### config.mk
export PLATFORM = sky130hd
export DESIGN_NAME = final_design
export DESIGN_NICKNAME = d
export VERILOG_FILES = /design/src/rtl/final_design_pkg.sv /design/src/rtl/final_design_pe.sv /design/src/rtl/final_design.sv
export SDC_FILE = /design/constraint.sdc
export NUM_CORES = 1
export LEC_CHECK = 0
export CORE_ASPECT_RATIO = 1.75
export CORE_MARGIN = 4
export CORE_UTILIZATION = 40
export DETAILED_ROUTE_END_ITERATION = 6
export PLACE_DENSITY = 0.73
export RECOVER_POWER = 25
export SYNTH_ARGS = -nofsm -noshare
export SYNTH_HDL_FRONTEND = slang
export SYNTH_SLANG_ARGS = --single-unit
### constraint.sdc
create_clock -name CLOCK -period 3.25 [get_ports CLOCK]
set_clock_uncertainty 0.2 [all_clocks]
set_input_delay 0.65 -clock CLOCK [delete_from_list [all_inputs] [get_ports CLOCK]]
set_output_delay 0.65 -clock CLOCK [all_outputs]
set_load 0.01 [all_outputs]
### src/rtl/final_design_pkg.sv
// Shared types and command-word layout for the TPU matrix-multiply core.
package final_design_pkg;

    typedef enum logic [2:0] {
        IDLE    = 3'd0,
        LOAD    = 3'd1,
        COMPUTE = 3'd2,
        WRITE   = 3'd3,
        DONE    = 3'd4
    } state_t;

    localparam int RST_BIT   = 0;
    localparam int START_BIT = 1;
    localparam int ACK_BIT   = 2;
    localparam int RSV_BIT   = 3;
    localparam int OPC_LSB   = 4;
    localparam int B_LSB     = 8;
    localparam int A_LSB     = 16;
    localparam int N_LSB     = 24;

    localparam logic [3:0] OP_MATMUL = 4'hA;

    function automatic logic [7:0] clamp_dim(input logic [7:0] n, input logic [7:0] max_n);
        return (n > max_n) ? max_n : n;
    endfunction

endpackage

### src/rtl/final_design_pe.sv
// One processing element: forwards a right and b down, accumulates a*b unsigned.
module tpu_pe
    import final_design_pkg::*;
#(
    parameter int Data_Width = 8,
    parameter int ACC_W      = 19
) (
    input  logic                  clk,
    input  logic                  clr,
    input  logic [Data_Width-1:0] a_in,
    input  logic [Data_Width-1:0] b_in,
    output logic [Data_Width-1:0] a_out,
    output logic [Data_Width-1:0] b_out,
    output logic [ACC_W-1:0]      acc
);

    logic [2*Data_Width-1:0] prod_s;

    assign prod_s = a_in * b_in;

    // Operand pass-through and multiply-accumulate, cleared synchronously.
    always_ff @(posedge clk) begin
        if (clr) begin
            a_out <= '0;
            b_out <= '0;
            acc   <= '0;
        end else begin
            a_out <= a_in;
            b_out <= b_in;
            acc   <= acc + ACC_W'(prod_s);
        end
    end

endmodule

### src/rtl/final_design.sv
// TPU core: loads A and B from the operand RAM, multiplies them on an
// output-stationary systolic grid and writes C into c_mem.
module final_design
    import final_design_pkg::*;
#(
    parameter int Matrix_Size = 8,
    parameter int Data_Width  = 8,
    parameter int ACC_W       = 2*Data_Width + $clog2(Matrix_Size)
) (
    input  logic        CLOCK,
    input  logic [31:0] control_to_FPGA,
    output logic        control_to_HPS
);

    localparam int M     = Matrix_Size;
    localparam int IDX_W = $clog2(M);
    localparam int N_W   = $clog2(M + 1);
    localparam int T_W   = $clog2(3*M) + 1;
    localparam int C_W   = $clog2(M*M);

    // Operand RAM contents are preloaded from outside; the core only reads it.
    logic [Data_Width-1:0] opnd_mem [256];
    logic [ACC_W-1:0]      c_mem    [M*M];

    logic [Data_Width-1:0] a_buf_r  [M][M];
    logic [Data_Width-1:0] b_buf_r  [M][M];
    logic [Data_Width-1:0] a_edge_r [M];
    logic [Data_Width-1:0] b_edge_r [M];
    logic [Data_Width-1:0] a_pass_s [M][M];
    logic [Data_Width-1:0] b_pass_s [M][M];
    logic [ACC_W-1:0]      acc_s    [M][M];

    state_t         state_r, state_s;
    logic [N_W-1:0] n_r, row_r, col_r, n_launch_s;
    logic [7:0]     ptr_r, b_base_r;
    logic           phase_r, done_r;
    logic [T_W-1:0] t_r;
    logic [C_W-1:0] widx_r;

    logic rst_s, start_s, ack_s, valid_op_s, last_col_s, last_row_s, t_last_s, pe_clr_s;
    logic rsv_unused_s;

    assign rst_s        = control_to_FPGA[RST_BIT];
    assign start_s      = control_to_FPGA[START_BIT];
    assign ack_s        = control_to_FPGA[ACK_BIT];
    assign rsv_unused_s = control_to_FPGA[RSV_BIT];
    assign n_launch_s   = N_W'(clamp_dim(control_to_FPGA[N_LSB +: 8], 8'(M)));
    assign valid_op_s   = (control_to_FPGA[OPC_LSB +: 4] == OP_MATMUL) && (n_launch_s != '0);
    assign last_col_s   = (col_r == n_r - N_W'(1));
    assign last_row_s   = (row_r == n_r - N_W'(1));
    assign t_last_s     = (t_r == T_W'(3*M - 1));
    assign pe_clr_s     = rst_s || ((state_r == COMPUTE) && (t_r == '0));
    assign control_to_HPS = done_r;

    // Next-state logic.
    always_comb begin
        state_s = state_r;
        case (state_r)
            IDLE: begin
                if (start_s) begin
                    state_s = valid_op_s ? LOAD : DONE;
                end else begin
                    state_s = IDLE;
                end
            end
            LOAD: begin
                if (phase_r && last_row_s && last_col_s) begin
                    state_s = COMPUTE;
                end else begin
                    state_s = LOAD;
                end
            end
            COMPUTE: begin
                if (t_last_s) begin
                    state_s = WRITE;
                end else begin
                    state_s = COMPUTE;
                end
            end
            WRITE: begin
                if (last_row_s && last_col_s) begin
                    state_s = DONE;
                end else begin
                    state_s = WRITE;
                end
            end
            DONE: begin
                if (ack_s) begin
                    state_s = IDLE;
                end else begin
                    state_s = DONE;
                end
            end
            default: state_s = IDLE;
        endcase
    end

    // State register, job fields and the row/column walk shared by LOAD and WRITE.
    always_ff @(posedge CLOCK) begin
        if (rst_s) begin
            state_r  <= IDLE;
            done_r   <= 1'b0;
            n_r      <= '0;
            row_r    <= '0;
            col_r    <= '0;
            ptr_r    <= 8'd0;
            b_base_r <= 8'd0;
            phase_r  <= 1'b0;
            t_r      <= '0;
            widx_r   <= '0;
        end else begin
            state_r <= state_s;
            done_r  <= (state_s == DONE);
            case (state_r)
                IDLE: begin
                    n_r      <= n_launch_s;
                    ptr_r    <= control_to_FPGA[A_LSB +: 8];
                    b_base_r <= control_to_FPGA[B_LSB +: 8];
                    row_r    <= '0;
                    col_r    <= '0;
                    phase_r  <= 1'b0;
                    t_r      <= '0;
                end
                LOAD: begin
                    ptr_r <= ptr_r + 8'd1;
                    if (last_col_s) begin
                        col_r <= '0;
                        if (last_row_s) begin
                            row_r   <= '0;
                            phase_r <= 1'b1;
                            ptr_r   <= b_base_r;
                        end else begin
                            row_r <= row_r + N_W'(1);
                        end
                    end else begin
                        col_r <= col_r + N_W'(1);
                    end
                end
                COMPUTE: begin
                    t_r    <= t_r + T_W'(1);
                    row_r  <= '0;
                    col_r  <= '0;
                    widx_r <= '0;
                end
                WRITE: begin
                    widx_r <= widx_r + C_W'(1);
                    if (last_col_s) begin
                        col_r <= '0;
                        row_r <= row_r + N_W'(1);
                    end else begin
                        col_r <= col_r + N_W'(1);
                    end
                end
                default: begin
                    t_r <= '0;
                end
            endcase
        end
    end

    // Operand buffers: cleared at launch so rows/cols beyond N stay zero.
    always_ff @(posedge CLOCK) begin
        if (rst_s || ((state_r == IDLE) && (state_s == LOAD))) begin
            for (int i = 0; i < M; i++) begin
                for (int j = 0; j < M; j++) begin
                    a_buf_r[i][j] <= '0;
                    b_buf_r[i][j] <= '0;
                end
            end
        end else if (state_r == LOAD) begin
            if (phase_r) begin
                b_buf_r[row_r[IDX_W-1:0]][col_r[IDX_W-1:0]] <= opnd_mem[ptr_r];
            end else begin
                a_buf_r[row_r[IDX_W-1:0]][col_r[IDX_W-1:0]] <= opnd_mem[ptr_r];
            end
        end
    end

    // Skewed edge feed: row/column g enters the grid g cycles later than row/column 0.
    always_ff @(posedge CLOCK) begin
        for (int g = 0; g < M; g++) begin
            if (rst_s || (state_r != COMPUTE)) begin
                a_edge_r[g] <= '0;
                b_edge_r[g] <= '0;
            end else if ((t_r >= T_W'(g + 1)) && (t_r < T_W'(g + 1 + M))) begin
                a_edge_r[g] <= a_buf_r[g][IDX_W'(t_r - T_W'(g + 1))];
                b_edge_r[g] <= b_buf_r[IDX_W'(t_r - T_W'(g + 1))][g];
            end else begin
                a_edge_r[g] <= '0;
                b_edge_r[g] <= '0;
            end
        end
    end

    // Result write-back; c_mem deliberately survives reset.
    always_ff @(posedge CLOCK) begin
        if (!rst_s && (state_r == WRITE)) begin
            c_mem[widx_r] <= acc_s[row_r[IDX_W-1:0]][col_r[IDX_W-1:0]];
        end
    end

    for (genvar gi = 0; gi < M; gi++) begin : g_row
        for (genvar gj = 0; gj < M; gj++) begin : g_col
            logic [Data_Width-1:0] a_in_s, b_in_s;
            if (gj == 0) begin : g_a_edge
                assign a_in_s = a_edge_r[gi];
            end else begin : g_a_pass
                assign a_in_s = a_pass_s[gi][gj-1];
            end
            if (gi == 0) begin : g_b_edge
                assign b_in_s = b_edge_r[gj];
            end else begin : g_b_pass
                assign b_in_s = b_pass_s[gi-1][gj];
            end
            tpu_pe #(
                .Data_Width(Data_Width),
                .ACC_W     (ACC_W)
            ) u_pe (
                .clk  (CLOCK),
                .clr  (pe_clr_s),
                .a_in (a_in_s),
                .b_in (b_in_s),
                .a_out(a_pass_s[gi][gj]),
                .b_out(b_pass_s[gi][gj]),
                .acc  (acc_s[gi][gj])
            );
        end
    end

endmodule

### Yosys cells after proc, flatten, opt, wreduce, memory -nomap -nowiden

Cells that the tools add are included.

* add/subtract/negate cells: 4
* order comparisons: 1
* eq/ne operators: 12
* multiplexer cells: 18
* reduce and logical (&&, ||, !) cells: 13

Operators with widths (count)
* $mux W4: 5
* $pmux W3 S5: 1
* $mux W3: 4
* $pmux W4 S3: 1
* $pmux W6 S2: 1
* $add A4 B1 Y4 const B: 2
* $eq A4 B4 Y1: 2
* $gt A8 B4 Y1 const B: 1
* $pmux W4 S2: 1
* $add A6 B1 Y6 const B: 1
* $eq A3 B2 Y1 const B: 2
* $eq A3 B3 Y1 const B: 2
* $eq A6 B5 Y1 const B: 1
* $ne A2 B2 Y1 const B: 3
* $reduce_and A3 Y1: 2
* $eq A4 B4 Y1 const B: 1
* $logic_and A1 B1 Y1: 4
* $reduce_bool A2 Y1: 2
* $reduce_bool A4 Y1: 1
* $reduce_or A2 Y1: 2
* $sub A4 B1 Y4 const B: 1
* $eq A3 B1 Y1 const B: 1
* $logic_not A3 Y1: 1
* $mux W1: 3
* 3 further kinds: 3

* flip-flop bits (word level): 23
* input bits: 33
* output and inout bits: 1
* word-level logic and storage cells: 55

### Depth between registers and ports, before layout

Gate-level depths: netlist (run 1).

* depth after elaboration: 8
* depth in mapped cells: 7
* mapped depth without buffers: 7

### Worst setup path before layout (run 1)

No wires, ideal clock.

* kind: register to register
* from: reg n_r[0]
* to: reg row_r[3]
* setup time: 0.079 ns
* data arrival time: 1.984 ns
* data required time: 2.971 ns
* slack: 0.987 ns
* cell stages (with the launch flop): 8
* buffers on the path: 0
* period minus slack after synthesis: 2.263 ns
* cells stage by stage: dfxtp_1 > inv_1 > ha_1 > xnor2_1 > nor3_4 > a21oi_2 > or4_4 > a211oi_2

* cells in the longest elaborated chain, start to end: 5
* elaborated cells on any way between the ends: 9
* those cells by class: add/sub (1); eq/ne (4); mux (3); reduce/logical (1)

Ends and longest elaborated chain
* start: declaration: RTL line final_design.sv:34 `logic [N_W-1:0] n_r, row_r, col_r, n_launch_s;`
* start signal: assignment: RTL line final_design.sv:116 `n_r <= n_launch_s;`
* $sub A4 B1 Y4 (*): RTL line final_design.sv:49, final_design.sv:50
* $eq A4 B4 Y1: RTL line final_design.sv:50 `assign last_row_s = (row_r == n_r - N_W'(1));`
* $mux W4: RTL line final_design.sv:128 `if (last_row_s) begin`
* $mux W4: RTL line final_design.sv:126 `if (last_col_s) begin`
* $pmux W4 S3: RTL line final_design.sv:114 `case (state_r)`
* end signal: assignment: RTL line final_design.sv:133 `row_r <= row_r + N_W'(1);`
* end signal: assignment: RTL line final_design.sv:149 `row_r <= row_r + N_W'(1);`
* end: declaration: RTL line final_design.sv:34

Mark *: on every way between the ends. The rest lies on a longest branch, timed or not. The select of a mux whose other input is x is not followed.
A chain may end at the register's enable or synchronous reset.

### Final worst setup path (run 1)

Ends and elaborated chain as after synthesis.

==> key figures, run 1 <==
Worst hold path
  – Worst hold path class: reg -> reg
  – Worst Hold Launch: n_r[1]$_SDFFE_PP0P_
  – Hold EP: n_r[1]$_SDFFE_PP0P_
  – Hold depth: 2

Logic synthesis
  – Sequential area share after synthesis: 0.359
  – Yosys reg bits: 23
  – Synth Area per Inst: 8.22 um^2
  – Async set or reset register ratio after synthesis: 0
  – Mapped Cells: 156
  – EDFF count, synth: 0
  – Yosys warnings: 0
  – Ys flop type: dfxtp_1
  – Syn_nets: around 190
  – Unique masters post-synth: 39
  – Cell area after synthesis: 1280 um^2

Floorplan
  – Die height: 82.9 um
  – Chip width: between 50 and 60 um
  – Core box area: between 3000 and 4000 um^2
  – Starting Density: 0.413
  – Die area: 4210 um^2
  – Io pins: 34
  – Core Rows: 27

Routing
  – Top sig layer: met4
  – Met1 Wirelength: 1.17 mm
  – Routed wire per std cell: 13.4 um
  – Initial drt markers: 55
  – Drt total wl: approximately 2.9 mm
  – Number of routed nets with antenna violations: 0
  – Routed length on met3: between 40 and 50 um
  – Detail Route met2 WL: approximately 1.6 mm
  – Drt drc: 0
  – Vias/cell: 5.34
  – Initial DRT Pass Iterations: 4
  – Routed via count: ~1100

STA
  – Final Hold Vio Count: 0
  – Slew @ Worst Pin: 0.687 ns
  – Slew Limit Fails: 0
  – Slew headroom: 0.538
  – Tcrit/Tclk final: 0.760
  – Final setup violation count: 0
  – F_max: 405 MHz
  – RSZ-0062 raised after global routing: false
  – Crit path time final: 2.47 ns
  – Setup TNS: 0 ns

Placed design
  – HPWL reported at the end of detailed placement: approximately 2.2 mm
  – Placed instance area: 1470 um^2
  – Port bufs: 16
  – Final Wtd Congestion: 0.938

Global routing
  – Vias in the first global route: 1190
  – Gr ovfl total: 0
  – Total GRT Usage: 0.151
  – Initial antenna violation count: 0
  – Largest net degree at the start of global routing: 21
  – First-pass GRT wire length: around 5.1 mm

CTS
  – TritonCTS Buffers: 3
  – CTS root buffer: clkbuf_8
  – Clock slew at reported path FFs: 0.08 ns
  – Hold-fix buffers, CTS: 0
  – Clock Latency Late Sink: ~0.26 ns
  – # Post-CTS Setup Buffers: 0
  – Clock Path Buffers: 2
  – CTS Sinks: 23
  – CTS tree: done
  – Max H-tree Level: 1
  – Post_cts resized: 0

Job
  – Max cap viols: 0

Pwr
  – Worst vdd ir: 0.187 mV
  – Flop pwr share: 0.561
  – Sw Share: 0.236
  – PD cells: 345 nW/um^2
  – Switching Power: 0.123 mW
  – Static leakage: between 0.5 and 0.6 nW
  – Comb power frac: 0.102
  – Internal: 0.400 mW
  – Clock power frac: 0.336
  – Total power: ~0.52 mW

Finish
  – Layout cells sized above 1: 0.0412
  – Area grow syn2layout: 18.4%
  – Commonest non-fill, non-tap cells in the layout: dfxtp_1, nand2_1, a21oi_1, nor2_1, clkdlybuf4s50_1
  – Diode count: 0
  – Final-stage net count: approximately 210
  – Filler cell count: 315
  – Commonest non-fill, non-tap cell in the layout: dfxtp_1
  – Design area: between 1500 and 2000 um^2

Critical path
  – Crit path largest cell delay: 0.52 ns
  – Worst EP required: between 3 and 4 ns
  – Reg2reg setup slack: 0.78 ns
  – Slowest cell on the critical path: or4_4
  – Critical Path End Type: flip-flop
  – R2R Path Start: n_r[0]$_SDFFE_PP0P_
  – Reg2Reg Depth: 7
  – Crit path cell chain: inv_1 > ha_1 > xnor2_1 > nor3_4 > a21oi_2 > or4_4 > a211oi_2
  – Critical path launch point type: flip-flop
  – Setup Crit Path Kind: reg -> reg
  – Crit path DAT: 2.46 ns
  – Crit-path max FO: 10
  – Crit Reg-Reg Endpoint: row_r[3]$_SDFFE_PP0P_

Run status
  – Run status: finished clean
==> sequential cells by signal, summed over array words and instances (netlist names) <==
signal and count:
t_r 6, col_r 4, n_r 4, row_r 4
state_r 3, control_to_HPS 1, phase_r 1
==> cells in the mapped netlist (2+ instances only) <==
library cell  count  area [um^2]
dfxtp_1          23          460
a211oi_1          2         15.0
nor3_1            8         40.0
a21oi_1          15         75.1
nand2_1          16         60.1
nor4_1            2         12.5
nor2_1           14         52.6
and3_1            2         12.5
xor3_1            2         47.6
nand2b_1          3         18.8
inv_1             4         15.0
nand4_1           3         18.8
or4_1             4         30.0
clkbuf_1          6         22.5
ha_1              4         50.1
xnor2_1           7         61.3
nor2b_1           3         18.8
o21ai_0           7         35.0
xor2_1            4         35.0
nand3_1           8         40.0
==> logic make-up after synthesis <==
logic type	Yosys count	share of synthesized area
xor gates and xnor gates	13	0.112
AOI/OAI and AO/OA	34	0.164
DFF	23	0.359
buffers and inverters	11	0.0322
adders and majority gates	4	0.0390
and+or+nand+nor	71	0.294
==> power groups by stage <==
| stage | logic (mW) | clock network, mW | registers (mW) |
|---|---|---|---|
| finish | 0.0536 | 0.176 | 0.294 |
| global route | 0.0592 | 0.190 | 0.295 |
| CTS | 0.0547 | 0.178 | 0.294 |
| detailed placement | 0.0543 | 0 | 0.301 |
| global placement | 0.0536 | 0 | 0.300 |
| floorplan | 0.0321 | 0 | 0.295 |
==> per-layer routing <==
| layer | global-route usage | vias to the layer above |
|---|---|---|
| li1 | - | 587 |
| met4 | 0.0588 | 0 |
| met3 | 0.0162 | 2 |
| met5 | 0 | - |
| met2 | 0.285 | 10 |
| met1 | 0.163 | 538 |
==> per-stage QoR <==
stage                     setup WS (ns)  hold WS (ns)  std cells   util
after floorplan                   0.987         0.245        156      -
after global placement            0.741         0.269        209  0.474
after detailed placement          0.712         0.278        209  0.474
after CTS                         0.774         0.291        213  0.489
after global routing              0.640         0.323        213  0.489
final                             0.779         0.291        213  0.489
==> layout make-up <==
type / instances / area, um^2 / area share
inverter: 5 / 18.8 / 0.0124
timing repair buffer: 16 / 160 / 0.105
clock buffer: 4 / 45.0 / 0.0297
multi-input combinational: 122 / 781 / 0.514
sequential: 23 / 460 / 0.303
tap: 43 / 53.8 / 0.0354
==> worst max-delay path, delay by kind of cell (launching register included) <==
| family | cells | cell delay [ns] |
|---|---|---|
| compound gates | 2 | 0.38 |
| xor+xnor | 1 | 0.19 |
| fa+ha+maj | 1 | 0.34 |
| buf+inv | 1 | 0.07 |
| flops | 1 | 0.45 |
| simple gates | 2 | 0.77 |
==> how the worst max path moves through the flow <==
stage | cells past startpoint | startpoint | slack [ns] | endpoint
final | 7 | n_r[0]$_SDFFE_PP0P_ | 0.78 | row_r[3]$_SDFFE_PP0P_
after global routing | 7 | n_r[0]$_SDFFE_PP0P_ | 0.64 | row_r[3]$_SDFFE_PP0P_
after CTS | 7 | n_r[0]$_SDFFE_PP0P_ | 0.77 | row_r[3]$_SDFFE_PP0P_
after detailed placement | 6 | control_to_FPGA[31] | 0.71 | control_to_HPS$_SDFF_PP0_
after global placement | 6 | control_to_FPGA[31] | 0.74 | control_to_HPS$_SDFF_PP0_
after floorplan | 7 | n_r[0]$_SDFFE_PP0P_ | 0.99 | row_r[3]$_SDFFE_PP0P_
(Power assumes the default switching activity.)
==> run 2, diff against run 1 <==
Settings changed: PLACE_DENSITY 0.73 to 0.76.
Clock period 3.25 ns to 2.05 ns, I/O delays scaled along.
==> run 2 against run 1 <==
  * Design area grew 15%
  * The flow now finishes with violations (negative setup slack)
  * Largest power group unchanged
  * Final cell count rose by 8.9%
  * Fmax increased by 15%
  * Routed wire length up 18%
  * Sequential share of layout area decreased by 3.8 points
  * Combinational power grew 110%
  * First-iteration DRC count fell by 20%
  * Critical path depth unchanged
  * Worst hold slack improved by 0.0050 ns
  * Register-to-register slack worse by 0.88 ns
  * Flip-flop and latch count stayed put
==> key figures, run 2 (synthesis results as in run 1) <==
Finish
  – Commonest non-fill, non-tap cell in the layout: dfxtp_1
  – Max reg flops: 6
  – Reg with most FFs: t_r
  – Diode count: 0
  – Fin util: 0.563
  – Commonest non-fill, non-tap cells in the layout: dfxtp_1, buf_4, nand2_1, clkdlybuf4s50_1
  – Area grow syn2layout: 36.5%
  – Layout cells sized above 1: 0.206
  – Final-stage net count: 227

STA
  – Slew @ Worst Pin: 0.495 ns
  – Slew Limit Fails: 0
  – Slew headroom: 0.670
  – Final hold slack: 0.296 ns
  – F_max: 464 MHz
  – Setup ws final: -0.103 ns
  – RSZ-0062 raised after global routing: true
  – Final Hold Vio Count: 0
  – Tcrit/Tclk final: 1.05
  – Crit path time final: 2.15 ns
  – Final setup violation count: 5

Global routing
  – Total GRT Usage: 0.177
  – Vias in the first global route: 1281
  – Largest net degree at the start of global routing: 15
  – Initial antenna violation count: 0
  – First-pass GRT wire length: 5.78 mm
  – Gr ovfl total: 0

Critical path
  – R2R Path Start: n_r[0]$_SDFFE_PP0P_
  – CP startpoint: n_r[0]$_SDFFE_PP0P_
  – Reg2reg setup slack: -0.10 ns
  – Crit path DAT: 2.15 ns
  – Crit path cell chain: inv_2 > ha_4 > xnor2_4 > nor3_4 > a21oi_4 > or4_4 > a211oi_2
  – Crit path largest cell delay: 0.49 ns
  – Slowest cell on the critical path: or4_4
  – Worst EP required: between 2 and 2.5 ns
  – Critical path launch point type: flip-flop
  – Critical Path End Type: flip-flop
  – Setup Crit Path Kind: reg -> reg
  – Crit-path max FO: 5

CTS
  – Clock Latency Late Sink: 0.26 ns
  – TritonCTS Buffers: 3
  – Hold-fix buffers, CTS: 0
  – CTS root buffer: clkbuf_8
  – CTS Sinks: 23
  – Clock Path Buffers: 2
  – Clock slew at reported path FFs: approximately 0.080 ns
  – CTS tree: done
  – Max H-tree Level: 1

Routing
  – Routed wire per std cell: 14.5 um
  – Vias/cell: 5.41
  – Drt drc: 0
  – Routed via count: 1256
  – Number of routed nets with antenna violations: 0
  – Initial drt markers: between 40 and 50
  – Drt total wl: 3.37 mm
  – Initial DRT Pass Iterations: 4

Pwr
  – Worst vdd ir: 0.373 mV
  – PD cells: 488 nW/um^2
  – Static leakage: 0.632 nW

Placed design
  – Port bufs: 16
  – HPWL reported at the end of detailed placement: around 2.5 mm
  – Worst slack at placement: -0.180 ns
  – Final Wtd Congestion: 0.878

Floorplan
  – Core Rows: 27
  – Starting Density: 0.413
  – Core box area: between 3000 and 4000 um^2
  – Die area: 4210 um^2
  – Chip width: 50.8 um
  – Io pins: 34
  – Die height: 82.9 um

Worst hold path
  – Worst Hold Launch: phase_r$_SDFFE_PP0P_
  – Worst hold path class: reg -> reg

Job
  – Max cap viols: 0

Run status
  – Run status: finished with violations
  – Failing checks: negative setup slack
[run 2: cell count changes in the layout (fill, tap and decap cells not counted), sizes merged]
| cell | previous run | this run |
|---|---|---|
| buf | 0 | 18 |
| clkdlybuf4s50 | 14 | 16 |
| dlygate4sd3 | 2 | 0 |
| clkbuf | 4 | 5 |
[run 2: path summary, 6_finish.rpt]
check | end | cells after the start
max | row_r[3]$_SDFFE_PP0P_ | 7
min reg2reg | phase_r$_SDFFE_PP0P_ | 2
max reg2reg | row_r[3]$_SDFFE_PP0P_ | 7
min | phase_r$_SDFFE_PP0P_ | 2
[run 2: layout make-up]
type	count	area, um^2
repair buffers	35	303
inverters	5	18.8
well taps	43	53.8
fillers	274	1360
flip-flops and latches	23	464
multi-input cells	122	866
clock buffers	4	45.0
[run 2: layer usage]
layer | vias up | wire (um) | global-route usage
met5 | - | 0 | 0
met2 | 16 | 2050 | 0.350
met4 | 0 | 55 | 0.0784
met1 | 607 | 1210 | 0.173
met3 | 6 | 61 | 0.0180
li1 | 627 | - | -
[run 2: per-stage QoR]
stage	power, mW	instance area [um^2]	cells	setup TNS [ns]
floorplan	0.519	1290	156	-0.0944
global placement	0.574	1610	225	-0.789
detailed placement	0.576	1610	225	-0.962
CTS	0.856	1730	231	-0.130
global route	0.890	1750	232	-0.994
finish	0.854	1750	232	-0.373
[run 2: report_power, final]
group,switching [mW],internal [mW],total (mW)
combinational,0.0542,0.0593,0.114
sequential,0.00670,0.453,0.459
clock,0.142,0.139,0.281
[run 2: worst max-delay path: cells and delay by family (launching register included)]
family                   cells  cell delay, ns
AO/OA/AOI/OAI                2            0.32
adder cells (fa/ha/maj)      1            0.26
flip-flops                   1            0.36
XOR/XNOR                     1            0.16
buffers and inverters        1            0.05
AND/OR/NAND/NOR              2            0.75
[run 2: timing repair]
action / 4_1_cts / 5_1_grt
setup endpoints to repair: 6 / 11
pin swaps: 9 / 8
setup buffers: 2 / 1
resized for setup: 11 / 5
==> run 3, diff against run 2 <==
Settings changed: TNS_END_PERCENT set to 30.
==> run 3 against run 2 <==
  * Largest cell class unchanged
  * Global-route usage unchanged
  * Sequential power about the same
  * Combinational power barely moved
  * Highest routed layer unchanged
  * The flow still finishes with violations (negative setup slack)
  * Worst hold slack improved by 0.0047 ns
==> key figures, run 3 (synthesis results as in run 1) <==
Routing
  – Initial drt markers: 26
  – Drt total wl: 3.35 mm
  – Routed wire per std cell: 14.5 um
  – Routed via count: 1248
  – Number of routed nets with antenna violations: 0
  – Vias/cell: 5.38
  – Initial DRT Pass Iterations: 4
  – Drt drc: 0

Global routing
  – GRT busiest layer: met2
  – Gr ovfl total: 0
  – M2 GR Usage: 0.350
  – Total GRT Usage: 0.177
  – Grt met3 use: 0.0180
  – Global routing usage on met1: 0.173
  – First-pass GRT wire length: 5.78 mm
  – Largest net degree at the start of global routing: 15
  – Vias in the first global route: approximately 1300
  – Initial antenna violation count: 0

STA
  – Tcrit/Tclk final: 1.05
  – RSZ-0062 raised after global routing: true
  – Slew @ Worst Pin: 0.503 ns
  – Setup TNS: -0.358 ns
  – Slew Limit Fails: 0
  – F_max: 465 MHz
  – Final Hold Vio Count: 0
  – Crit path time final: 2.15 ns
  – Slew headroom: 0.665
  – Setup ws final: -0.0989 ns
  – Final setup violation count: 5

CTS
  – CTS tree: done
  – CTS Sinks: 23
  – CTS root buffer: clkbuf_8
  – Hold-fix buffers, CTS: 0
  – TritonCTS Buffers: 3
  – Max H-tree Level: 1
  – Clock Latency Late Sink: between 0.2 and 0.3 ns
  – Clock slew at reported path FFs: 0.08 ns
  – Clock Path Buffers: 2

Worst hold path
  – Worst hold path class: reg -> reg

Critical path
  – Worst EP required: 2.05 ns
  – Critical Path End Type: flip-flop
  – Reg2reg setup slack: -0.1 ns
  – Critical path launch point type: flip-flop
  – Crit path DAT: 2.15 ns
  – Setup Crit Path Kind: reg -> reg
  – Crit-path max FO: 2

Finish
  – Commonest non-fill, non-tap cell in the layout: dfxtp_1
  – Diode count: 0
  – Area grow syn2layout: 35.2%
  – Final-stage net count: 227
  – Layout cells sized above 1: 0.201
  – Commonest non-fill, non-tap cells in the layout: dfxtp_1, buf_4, nand2_1, clkdlybuf4s50_1
  – Max reg flops: 6
  – Non-filler instance count after layout: ~230
  – Fin util: 0.558
  – Design area: 1730 um^2
  – Reg with most FFs: t_r

Placed design
  – Port bufs: 16
  – HPWL reported at the end of detailed placement: 2.51 mm
  – Placed instance area: 1610 um^2
  – Placed cells: 225
  – Final Wtd Congestion: 0.878

Pwr
  – Total power: 0.854 mW
  – Internal: 0.650 mW
  – Sw Share: 0.239
  – Static leakage: 0.624 nW
  – Worst vdd ir: 0.374 mV
  – PD cells: between 400 and 500 nW/um^2
  – Switching Power: 0.204 mW
  – Clock power frac: 0.331
  – Comb power frac: 0.131
  – Flop pwr share: 0.538

Floorplan
  – Die area: 4210 um^2
  – Core box area: 3110 um^2
  – Core Rows: 27
  – Chip width: 50.8 um
  – Starting Density: 0.413
  – Io pins: 34
  – Die height: 82.9 um

Job
  – Max cap viols: 0

Run status
  – Failing checks: negative setup slack
  – Run status: finished with violations
run 3: cell count changes in the layout (fill, tap and decap cells not counted):
cell / before / now
buf_4: 17 / 18
nor3_4: 2 / 1
a2bb2oi_2: 1 / 0
buf_6: 1 / 0
a2bb2oi_1: 0 / 1
nor3_2: 0 / 1
run 3: final cells by class:
class	count	area (um^2)
Fill cell	278	1370
Multi-Input combinational cell	122	853
Clock buffer	4	45.0
Sequential cell	23	464
Tap cell	43	53.8
Timing Repair Buffer	35	299
Inverter	5	18.8
run 3: power by group through the flow:
stage | Combinational [mW] | Clock [mW] | Sequential [mW]
finish | 0.112 | 0.283 | 0.459
global placement | 0.105 | 0 | 0.469
global route | 0.122 | 0.306 | 0.460
detailed placement | 0.107 | 0 | 0.469
CTS | 0.111 | 0.286 | 0.459
floorplan | 0.0519 | 0 | 0.467
run 3: worst paths after layout:
kind | from | to | depth (start not counted)
worst max-delay path | n_r[0]$_SDFFE_PP0P_ | state_r[1]$_SDFF_PP0_ | 8
worst min-delay path | phase_r$_SDFFE_PP0P_ | phase_r$_SDFFE_PP0P_ | 2
worst max register to register | n_r[0]$_SDFFE_PP0P_ | state_r[1]$_SDFF_PP0_ | 8
worst min register to register | phase_r$_SDFFE_PP0P_ | phase_r$_SDFFE_PP0P_ | 2
run 3: repair_timing:
item | CTS | global route
buffers inserted | 2 | 1
endpoints found under the setup margin | 6 | 10
pin swaps | 6 | 3
gates resized for setup | 9 | 4
run 3: through the flow:
step                hold WS (ns)  setup slack [ns]
floorplan                  0.245           -0.0944
global placement           0.268            -0.196
detailed placement         0.278            -0.180
CTS                        0.290           -0.0784
global route               0.318            -0.176
finish                     0.300           -0.0989
run 3: layer usage:
layer	routed length, um	vias up	share of wire
li1	-	627	-
met1	1200	602	0.36
met2	2040	12	0.61
met3	46	7	0.014
met4	72	0	0.021
met5	0	-	0
run 3: critical path, cell delays in order (launching register included):
cell	delay, ns
dfxtp_2	0.36
inv_2	0.05
ha_4	0.26
xnor2_4	0.16
nor3_4	0.26
buf_4	0.16
nand4_1	0.10
or4_1	0.42
a21oi_1	0.12
